$ cat config.mk
export PLATFORM = sky130hd
export DESIGN_NAME = debouncer_multi
export DESIGN_NICKNAME = d
export VERILOG_FILES = /design/src/rtl/debouncer_pkg.sv /design/src/rtl/debouncer_ch.sv /design/src/rtl/debouncer_multi.sv
export SDC_FILE = /design/constraint.sdc
export NUM_CORES = 1
export LEC_CHECK = 0
export ABC_AREA = 1
export ABC_CLOCK_PERIOD_IN_PS = 1370
export BUFFER_PORTS_ARGS = -buffer_cell sky130_fd_sc_hd__buf_2
export CORE_MARGIN = 8
export CORE_UTILIZATION = 55
export CTS_CLUSTER_DIAMETER = 200
export CTS_CLUSTER_SIZE = 24
export DETAILED_ROUTE_END_ITERATION = 8
export PLACE_DENSITY = 0.81
export SYNTH_ARGS = -nofsm -noshare
export SYNTH_HDL_FRONTEND = slang
export SYNTH_SLANG_ARGS = --single-unit
export TNS_END_PERCENT = 1
$ cat constraint.sdc
create_clock -name clk -period 1.37 [get_ports clk]
set_input_delay 0.0685 -clock clk [delete_from_list [all_inputs] [get_ports clk]]
set_output_delay 0.0685 -clock clk [all_outputs]
set_load 0.05 [all_outputs]
$ cat src/rtl/debouncer_pkg.sv
// Shared definitions for the multi-channel debouncer: per-channel FSM state
// encoding and the level decode used by every channel.
package debouncer_pkg;

  localparam int unsigned CH_STATE_W = 2;

  typedef enum logic [CH_STATE_W-1:0] {
    ST_STABLE_LOW  = 2'd0,
    ST_WAIT_HIGH   = 2'd1,
    ST_STABLE_HIGH = 2'd2,
    ST_WAIT_LOW    = 2'd3
  } ch_state_t;

  // Debounced level implied by a state: high while accepted-high or qualifying a fall.
  function automatic logic level_of(input ch_state_t st);
    return (st == ST_STABLE_HIGH) || (st == ST_WAIT_LOW);
  endfunction

endpackage

$ cat src/rtl/debouncer_ch.sv
// One debouncer channel: NUM_STAGES synchronizer, qualification FSM/counter,
// optional edge pulses (enabled by macro DEBOUNCER_EDGE_PULSE_EN).
module debouncer_ch
  import debouncer_pkg::*;
#(
  parameter int unsigned NUM_STAGES    = 2,
  parameter int unsigned STABLE_CYCLES = 100,
  parameter bit          RESET_VAL     = 1'b0
) (
  input  logic clk,
  input  logic rst,
  input  logic noisy_in,
  output logic debouncer_out,
  output logic rise_pulse,
  output logic fall_pulse,
  output logic busy
);

  localparam int unsigned     CNT_W   = $clog2(STABLE_CYCLES + 1);
  localparam logic [CNT_W-1:0] CNT_MAX = CNT_W'(STABLE_CYCLES);
  localparam ch_state_t       ST_RST  = RESET_VAL ? ST_STABLE_HIGH : ST_STABLE_LOW;

  logic [NUM_STAGES-1:0] r_sync;
  ch_state_t             r_state;
  ch_state_t             w_state_nxt;
  logic [CNT_W-1:0]      r_cnt;
  logic [CNT_W-1:0]      w_cnt_nxt;
  logic                  r_out;
  logic                  w_out_nxt;
  logic                  w_s;

  always_ff @(posedge clk or posedge rst) begin
    if (rst) r_sync <= {NUM_STAGES{RESET_VAL}};
    else     r_sync <= {r_sync[NUM_STAGES-2:0], noisy_in};
  end

  assign w_s = r_sync[NUM_STAGES-1];

  always_comb begin
    w_state_nxt = r_state;
    w_cnt_nxt   = r_cnt;
    case (r_state)
      ST_STABLE_LOW: begin
        if (w_s) begin
          w_state_nxt = ST_WAIT_HIGH;
          w_cnt_nxt   = CNT_W'(1);
        end
      end
      ST_WAIT_HIGH: begin
        if (!w_s) begin
          w_state_nxt = ST_STABLE_LOW;
          w_cnt_nxt   = '0;
        end else if (r_cnt == CNT_MAX) begin
          w_state_nxt = ST_STABLE_HIGH;
          w_cnt_nxt   = '0;
        end else begin
          w_cnt_nxt = r_cnt + CNT_W'(1);
        end
      end
      ST_STABLE_HIGH: begin
        if (!w_s) begin
          w_state_nxt = ST_WAIT_LOW;
          w_cnt_nxt   = CNT_W'(1);
        end
      end
      ST_WAIT_LOW: begin
        if (w_s) begin
          w_state_nxt = ST_STABLE_HIGH;
          w_cnt_nxt   = '0;
        end else if (r_cnt == CNT_MAX) begin
          w_state_nxt = ST_STABLE_LOW;
          w_cnt_nxt   = '0;
        end else begin
          w_cnt_nxt = r_cnt + CNT_W'(1);
        end
      end
      default: begin
        w_state_nxt = ST_STABLE_LOW;
        w_cnt_nxt   = '0;
      end
    endcase
  end

  assign w_out_nxt = level_of(w_state_nxt);

  always_ff @(posedge clk or posedge rst) begin
    if (rst) begin
      r_state <= ST_RST;
      r_cnt   <= '0;
      r_out   <= RESET_VAL;
    end else begin
      r_state <= w_state_nxt;
      r_cnt   <= w_cnt_nxt;
      r_out   <= w_out_nxt;
    end
  end

  assign debouncer_out = r_out;
  assign busy          = (r_state == ST_WAIT_HIGH) || (r_state == ST_WAIT_LOW);

`ifdef DEBOUNCER_EDGE_PULSE_EN
  logic r_rise;
  logic r_fall;

  // Pulses load on the same edge as the level change, so they cover its first cycle.
  always_ff @(posedge clk or posedge rst) begin
    if (rst) begin
      r_rise <= 1'b0;
      r_fall <= 1'b0;
    end else begin
      r_rise <= w_out_nxt & ~r_out;
      r_fall <= ~w_out_nxt & r_out;
    end
  end

  assign rise_pulse = r_rise;
  assign fall_pulse = r_fall;
`else
  assign rise_pulse = 1'b0;
  assign fall_pulse = 1'b0;
`endif

endmodule

$ cat src/rtl/debouncer_multi.sv
// NUM_CH independent debouncer channels; edge pulses present only when
// macro DEBOUNCER_EDGE_PULSE_EN is defined, otherwise tied low.
module debouncer_multi
  import debouncer_pkg::*;
#(
  parameter int unsigned NUM_CH        = 4,
  parameter int unsigned NUM_STAGES    = 2,
  parameter int unsigned STABLE_CYCLES = 100,
  parameter bit          RESET_VAL     = 1'b0
) (
  input  logic              clk,
  input  logic              rst,
  input  logic [NUM_CH-1:0] noisy_in,
  output logic [NUM_CH-1:0] debouncer_out,
  output logic [NUM_CH-1:0] rise_pulse,
  output logic [NUM_CH-1:0] fall_pulse,
  output logic [NUM_CH-1:0] busy
);

  for (genvar g = 0; g < NUM_CH; g++) begin : g_ch
    debouncer_ch #(
      .NUM_STAGES   (NUM_STAGES),
      .STABLE_CYCLES(STABLE_CYCLES),
      .RESET_VAL    (RESET_VAL)
    ) u_ch (
      .clk          (clk),
      .rst          (rst),
      .noisy_in     (noisy_in[g]),
      .debouncer_out(debouncer_out[g]),
      .rise_pulse   (rise_pulse[g]),
      .fall_pulse   (fall_pulse[g]),
      .busy         (busy[g])
    );
  end

endmodule

Yosys cells after proc, flatten, opt, wreduce, memory -nomap -nowiden
Cells that the tools add are included.
- bits in registers: 48
- output and inout port bits: 16
- logic and storage cells: 120
- $add $sub $neg: 4
- equal/unequal tests: 32
- multiplexer cells: 52
- reductions and logical operators: 16
- operators by type and width (operator ; count):
    $mux 7 ; 20
    $pmux 7 s4 ; 4
    $mux 2 ; 24
    $eq 2x2->1 const B ; 16
    $pmux 2 s4 ; 4
    $add 7x1->7 const B ; 4
    $eq 7x7->1 const B ; 4
    $eq 2x1->1 const B ; 4
    $logic_not 2->1 ; 4
    $logic_or 1x1->1 ; 8
    $ne 2x1->1 const B ; 4
    $ne 2x2->1 const B ; 4
    $reduce_and 2->1 ; 4

Longest topological paths before layout
- word-level depth: 6
- gate-level depth with buffers: 9

By module
Synthesis repeated with hierarchy kept, for this count alone.
- cells, all modules: 327
- area, all modules: 2623.8 um^2
- modules (own cells, without submodules) (module ; times used ; cells each ; area an instance (um^2)):
    debouncer_ch at g_ch[0].u_ch ... ; 3 ; 81 ; 650.6
    debouncer_ch at g_ch[3].u_ch ; 1 ; 84 ; 671.9

Least setup slack after synthesis
OpenSTA, ideal clock, no wires.
- kind: reg2reg
- start: reg g_ch[1].u_ch.r_cnt[0]
- end: reg g_ch[1].u_ch.r_cnt[2]
- arrival time: 1.116 ns
- data required time: 1.250 ns
- slack: 0.134 ns
- stages on the path, launching flop included: 9
- path buffers: 0
- cells stage by stage: dfrtp_1 > inv_1 > ha_1 > nand2_1 > nor2_2 > nand2_1 > nand2_1 > nand2_2 > and3_1
- cells in the longest elaborated chain, start to end: 4
- elaborated cells between the ends (all ways): 6
- classes of those cells: add/sub (1); eq/ne (1); mux (4)
- RTL lines (item ; RTL line ; RTL):
    from (decl) ; debouncer_ch.sv:26 ; logic [CNT_W-1:0] r_cnt;
    from (signal assigned) ; debouncer_ch.sv:93 ; r_cnt <= w_cnt_nxt;
    $add 7x1->7 or $eq 7x7->1 (tied branches) ; n/a ;
    $mux 7 (*) ; debouncer_ch.sv:53, debouncer_ch.sv:70 ;
    $mux 7, on equally long branches ; debouncer_ch.sv:67, debouncer_ch.sv:50 ;
    $pmux 7 s4 (*) ; debouncer_ch.sv:42 ; case (r_state)
Mark *: on every way between the ends. The rest lies on a longest branch, timed or not.
A chain may end at the register's enable or synchronous reset.

Worst setup path in the final report
- start: reg g_ch[1].u_ch.r_cnt[1]
- end: reg g_ch[1].u_ch.r_cnt[2]
The elaborated chain is that of the path after synthesis.

==> results list <==
- In the final routed layout, each cell accounts on average for 11.17 microns.
- Measured along the y axis, the die boundary spans 83.03 microns.
* Total Die Area: 0.006894 sq mm
- Setup repair after global routing could not meet its margin everywhere.
* Class of the most critical hold timing path: primary input to async pin
- Fin worst setup slack: 0.02864 ns
* Crit path launch: g_ch[1].u_ch.r_cnt[1]
- First-pass GRT wire length: approximately 7100 microns
- The worst path needs roughly 1.3 ns of the cycle, external delays included.
- Number of standard cells after synthesis: between 200 and 300
- Pin count of the biggest net entering global routing: 49
* Post-layout total power: between 0.002 and 0.003 W
- The count of pins over their slew limit came to 0.
* Distinct cell type count of the synthesized netlist: 28
- Arr. time, crit path: around 1.5 ns
- Global routing met3 resource utilization: roughly 4.3%
- Most common library cell in the layout ignoring fill and taps: nand2_1
* Clock sinks: 48
* Die X-Extent: 83.03 microns
* Number of hold violations in the final report: 0
- Leaving out fill and tap cells, the most frequent cells in the layout are nand2_1 (61), dfrtp_1 (47), inv_1 (40).
* Final design utilization: 64.14%
- Weighted congestion at the end of routability-driven global placement: 0.8184
- At the placement stage, the worst setup path has a slack of ~0.018 ns.
* DRC violation count after routing: 0
* Clock tree skew after final layout: 0.007749 ns
- Clock H-tree levels: 2
- The run finished with clean final reports.
- Number of detailed-route iterations in the first pass: 5
- Traced cell by cell, the critical path runs through inv_2 > ha_4 > nand2_2 > nor2_2 > nand2_2 > nand2_2 > nand2_2 > and3_4.
* Routed Wire Length: roughly 4000 microns
- Clock tree synthesis inserted a total of 5 buffers.
* Average cell area after synthesis: 8.348 sq um
* Classification of the worst setup path: flip-flop to flip-flop
- Worst-path fanout max: 4
* Vias in the first global route: 1,682
- Number of violations of the max-capacitance limit: 0
- In this run the cell area of the synthesized design comes to 0.002471 sq mm.
- In this run the deepest clock path goes through 2 buffers.
* Clock insertion delay at the later pin of the skew report: 0.30 ns
* Core Area: 0.004354 sq mm
* Placed wire-length estimate: 2826 microns
* Clock tree from TritonCTS: built
- STA classifies the critical path startpoint as a flip-flop.
- After synthesis, flip-flops and latches occupy 48.61% of the total area.
- Input and output buffers added on the ports amount to 13.
- Cell type of the slowest stage on the worst timing path: dfrtp_1
- The floorplan has 24 rows.
- For this run, global-route usage on met1 was measured as 14.29%.
* Clock transition at path regs: 0.09 ns
- Synth Warn #: 0
* Effective utilization at floorplan: a little under three fifths
- CTS placed an instance of clkbuf_8 at the clock tree root.
- Fin Hold WS: around 0.33 ns
* Element type at the critical path end: flip-flop
- Total global routing track utilization: 12.10%
- Share of the clock period used by the worst path after layout: 97.91%
- Area growth from synthesis to layout: 13.01%
- IR drop worst, VDD: 785.3 uV
- In this run the critical register-to-register path is launched from g_ch[1].u_ch.r_cnt[1].
* Count of boundary I/O pins: 22
- Routing layer with the top usage in global route: met2
- Setup violations remaining at the end of the flow were counted as 0.
* LEAKAGE: 1.388 nW
* Vias per cell: roughly 5.0
* Number of flip-flops and latches in the synthesized netlist: 48
* Number of antenna violations at the first check in global routing: 0
* Post-layout net count: 329
- Total grt overflow: 0
- For this run, the slowest stage of the critical path takes around 0.42 ns.
* Fmax: 745.5 MHz
- Global routing used 19.02% of the available met2 tracks.
- For the worst setup path, the data required time is between 1.5 and 2 ns.
* Post-detailed-route count of antenna-violating nets: 0
- Vias after detailed routing: 1,822
- Count of routing violations after the opening detailed-route iteration: 68
- Filler Cell Count: roughly 330
* Share of final-layout standard cells stronger than drive strength 1: 20.25%
* Total power per unit cell area: 987.3 mW/mm^2
- Cell mode on critical path: nand2_2
- Number of antenna cells inserted: 0
[path summary, 6_finish.rpt]
path	end	slack, ns	depth (start not counted)
worst max-delay path	g_ch[1].u_ch.r_cnt[2]	0.03	8
worst min-delay path	g_ch[1].u_ch.r_sync[0]	0.33	4
worst max register to register	g_ch[1].u_ch.r_cnt[2]	0.03	8
worst min register to register	g_ch[3].u_ch.r_sync[1]	0.36	0
max in group asynchronous	g_ch[3].u_ch.r_cnt[0]	0.81	4
min in group clk	g_ch[3].u_ch.r_sync[1]	0.36	0
[cells in the mapped netlist]
library cell  count  area (sq um)
a21oi_1           9         45.04
and3_1            2         12.51
buf_4            16         120.1
buf_6             1         11.26
clkbuf_1          4         15.01
clkinv_1          1         3.750
conb_1            1         3.750
dfrtp_1          48          1201
ha_1              8         100.1
inv_1            44         165.2
inv_2             3         11.26
mux2i_1           3         30.03
nand2_1          68         255.2
nand2_2           2         12.51
nand3_1          18         90.09
nand3_2           1         10.01
nand4_1           6         37.54
nand4_4           1         21.27
nor2_1           19         71.32
nor2_2            4         25.02
nor2_4            1         11.26
nor3_2            1         10.01
o21ai_0          15         75.07
o21ai_1          10         50.05
o22ai_1           5         31.28
xnor2_1           1         8.760
xnor2_2           1         16.27
xor2_1            3         26.28
[power by group]
| group | leakage, nW | internal (W) | switching [W] |
|---|---|---|---|
| clock network | 0.0516 | 0.000413 | 0.000466 |
| logic | 0.708 | 0.000127 | 0.000230 |
| registers | 0.629 | 0.00147 | 0.0000542 |
[worst max-delay path, delay by kind of cell, from the launching register on]
family        cells  cell delay, ns
fa+ha+maj         1            0.13
buf+inv           1            0.10
flops             1            0.42
simple gates      6            0.60
[sequential cells by signal, summed over array words and instances (netlist names)]
signal / cells
g_ch.u_ch.r_state: 8
g_ch.u_ch.r_cnt: 28
g_ch.u_ch.r_sync: 8
g_ch.u_ch.debouncer_out: 4
[metrics by stage]
stage / instance area (sq um) / instances / TNS [ns]
6_report: 2793 / 368 / 0
5_1_grt: 2793 / 368 / -0.3779
4_1_cts: 2663 / 363 / 0
3_5_place_dp: 2501 / 348 / 0
3_3_place_gp: 2501 / 348 / 0
2_1_floorplan: 2497 / 303 / 0
[per-layer routing]
layer  share of wire [%]  vias up
met5                   0        -
met3                 5.2        2
met1                  45      836
met2                  49       36
met4                0.51        0
li1                    -      948
[cell families after synthesis]
family | after synthesis | synth area share, %
AO/OA/AOI/OAI | 39 | 8.152
XOR/XNOR | 5 | 2.076
adder cells (fa/ha/maj) | 8 | 4.051
buffers and inverters | 69 | 13.22
flip-flops | 48 | 48.61
multiplexers | 3 | 1.215
other | 1 | 0.1518
AND/OR/NAND/NOR | 123 | 22.53
[final cells by class]
cell class	count	area, sq um	area share (%)
clock inverters	2	13.76	0.4928
flip-flops and latches	48	1202	43.06
multi-input cells	186	1057	37.86
repair buffers	26	191.4	6.855
well taps	52	65.06	2.330
inverters	48	180.2	6.452
clock buffers	6	82.58	2.957
[repair_timing]
| action | 4_1_cts | 5_1_grt |
|---|---|---|
| cloned | 0 | 0 |
| buffers inserted | 2 | 5 |
| endpoints found under the hold margin | 52 | 0 |
| pin swaps | 0 | 10 |
| resized for setup | 0 | 28 |
| setup endpoints to repair | 1 | 23 |
| hold buffers | 5 | 0 |
No activity file was read; power rests on OpenSTA's default activity.
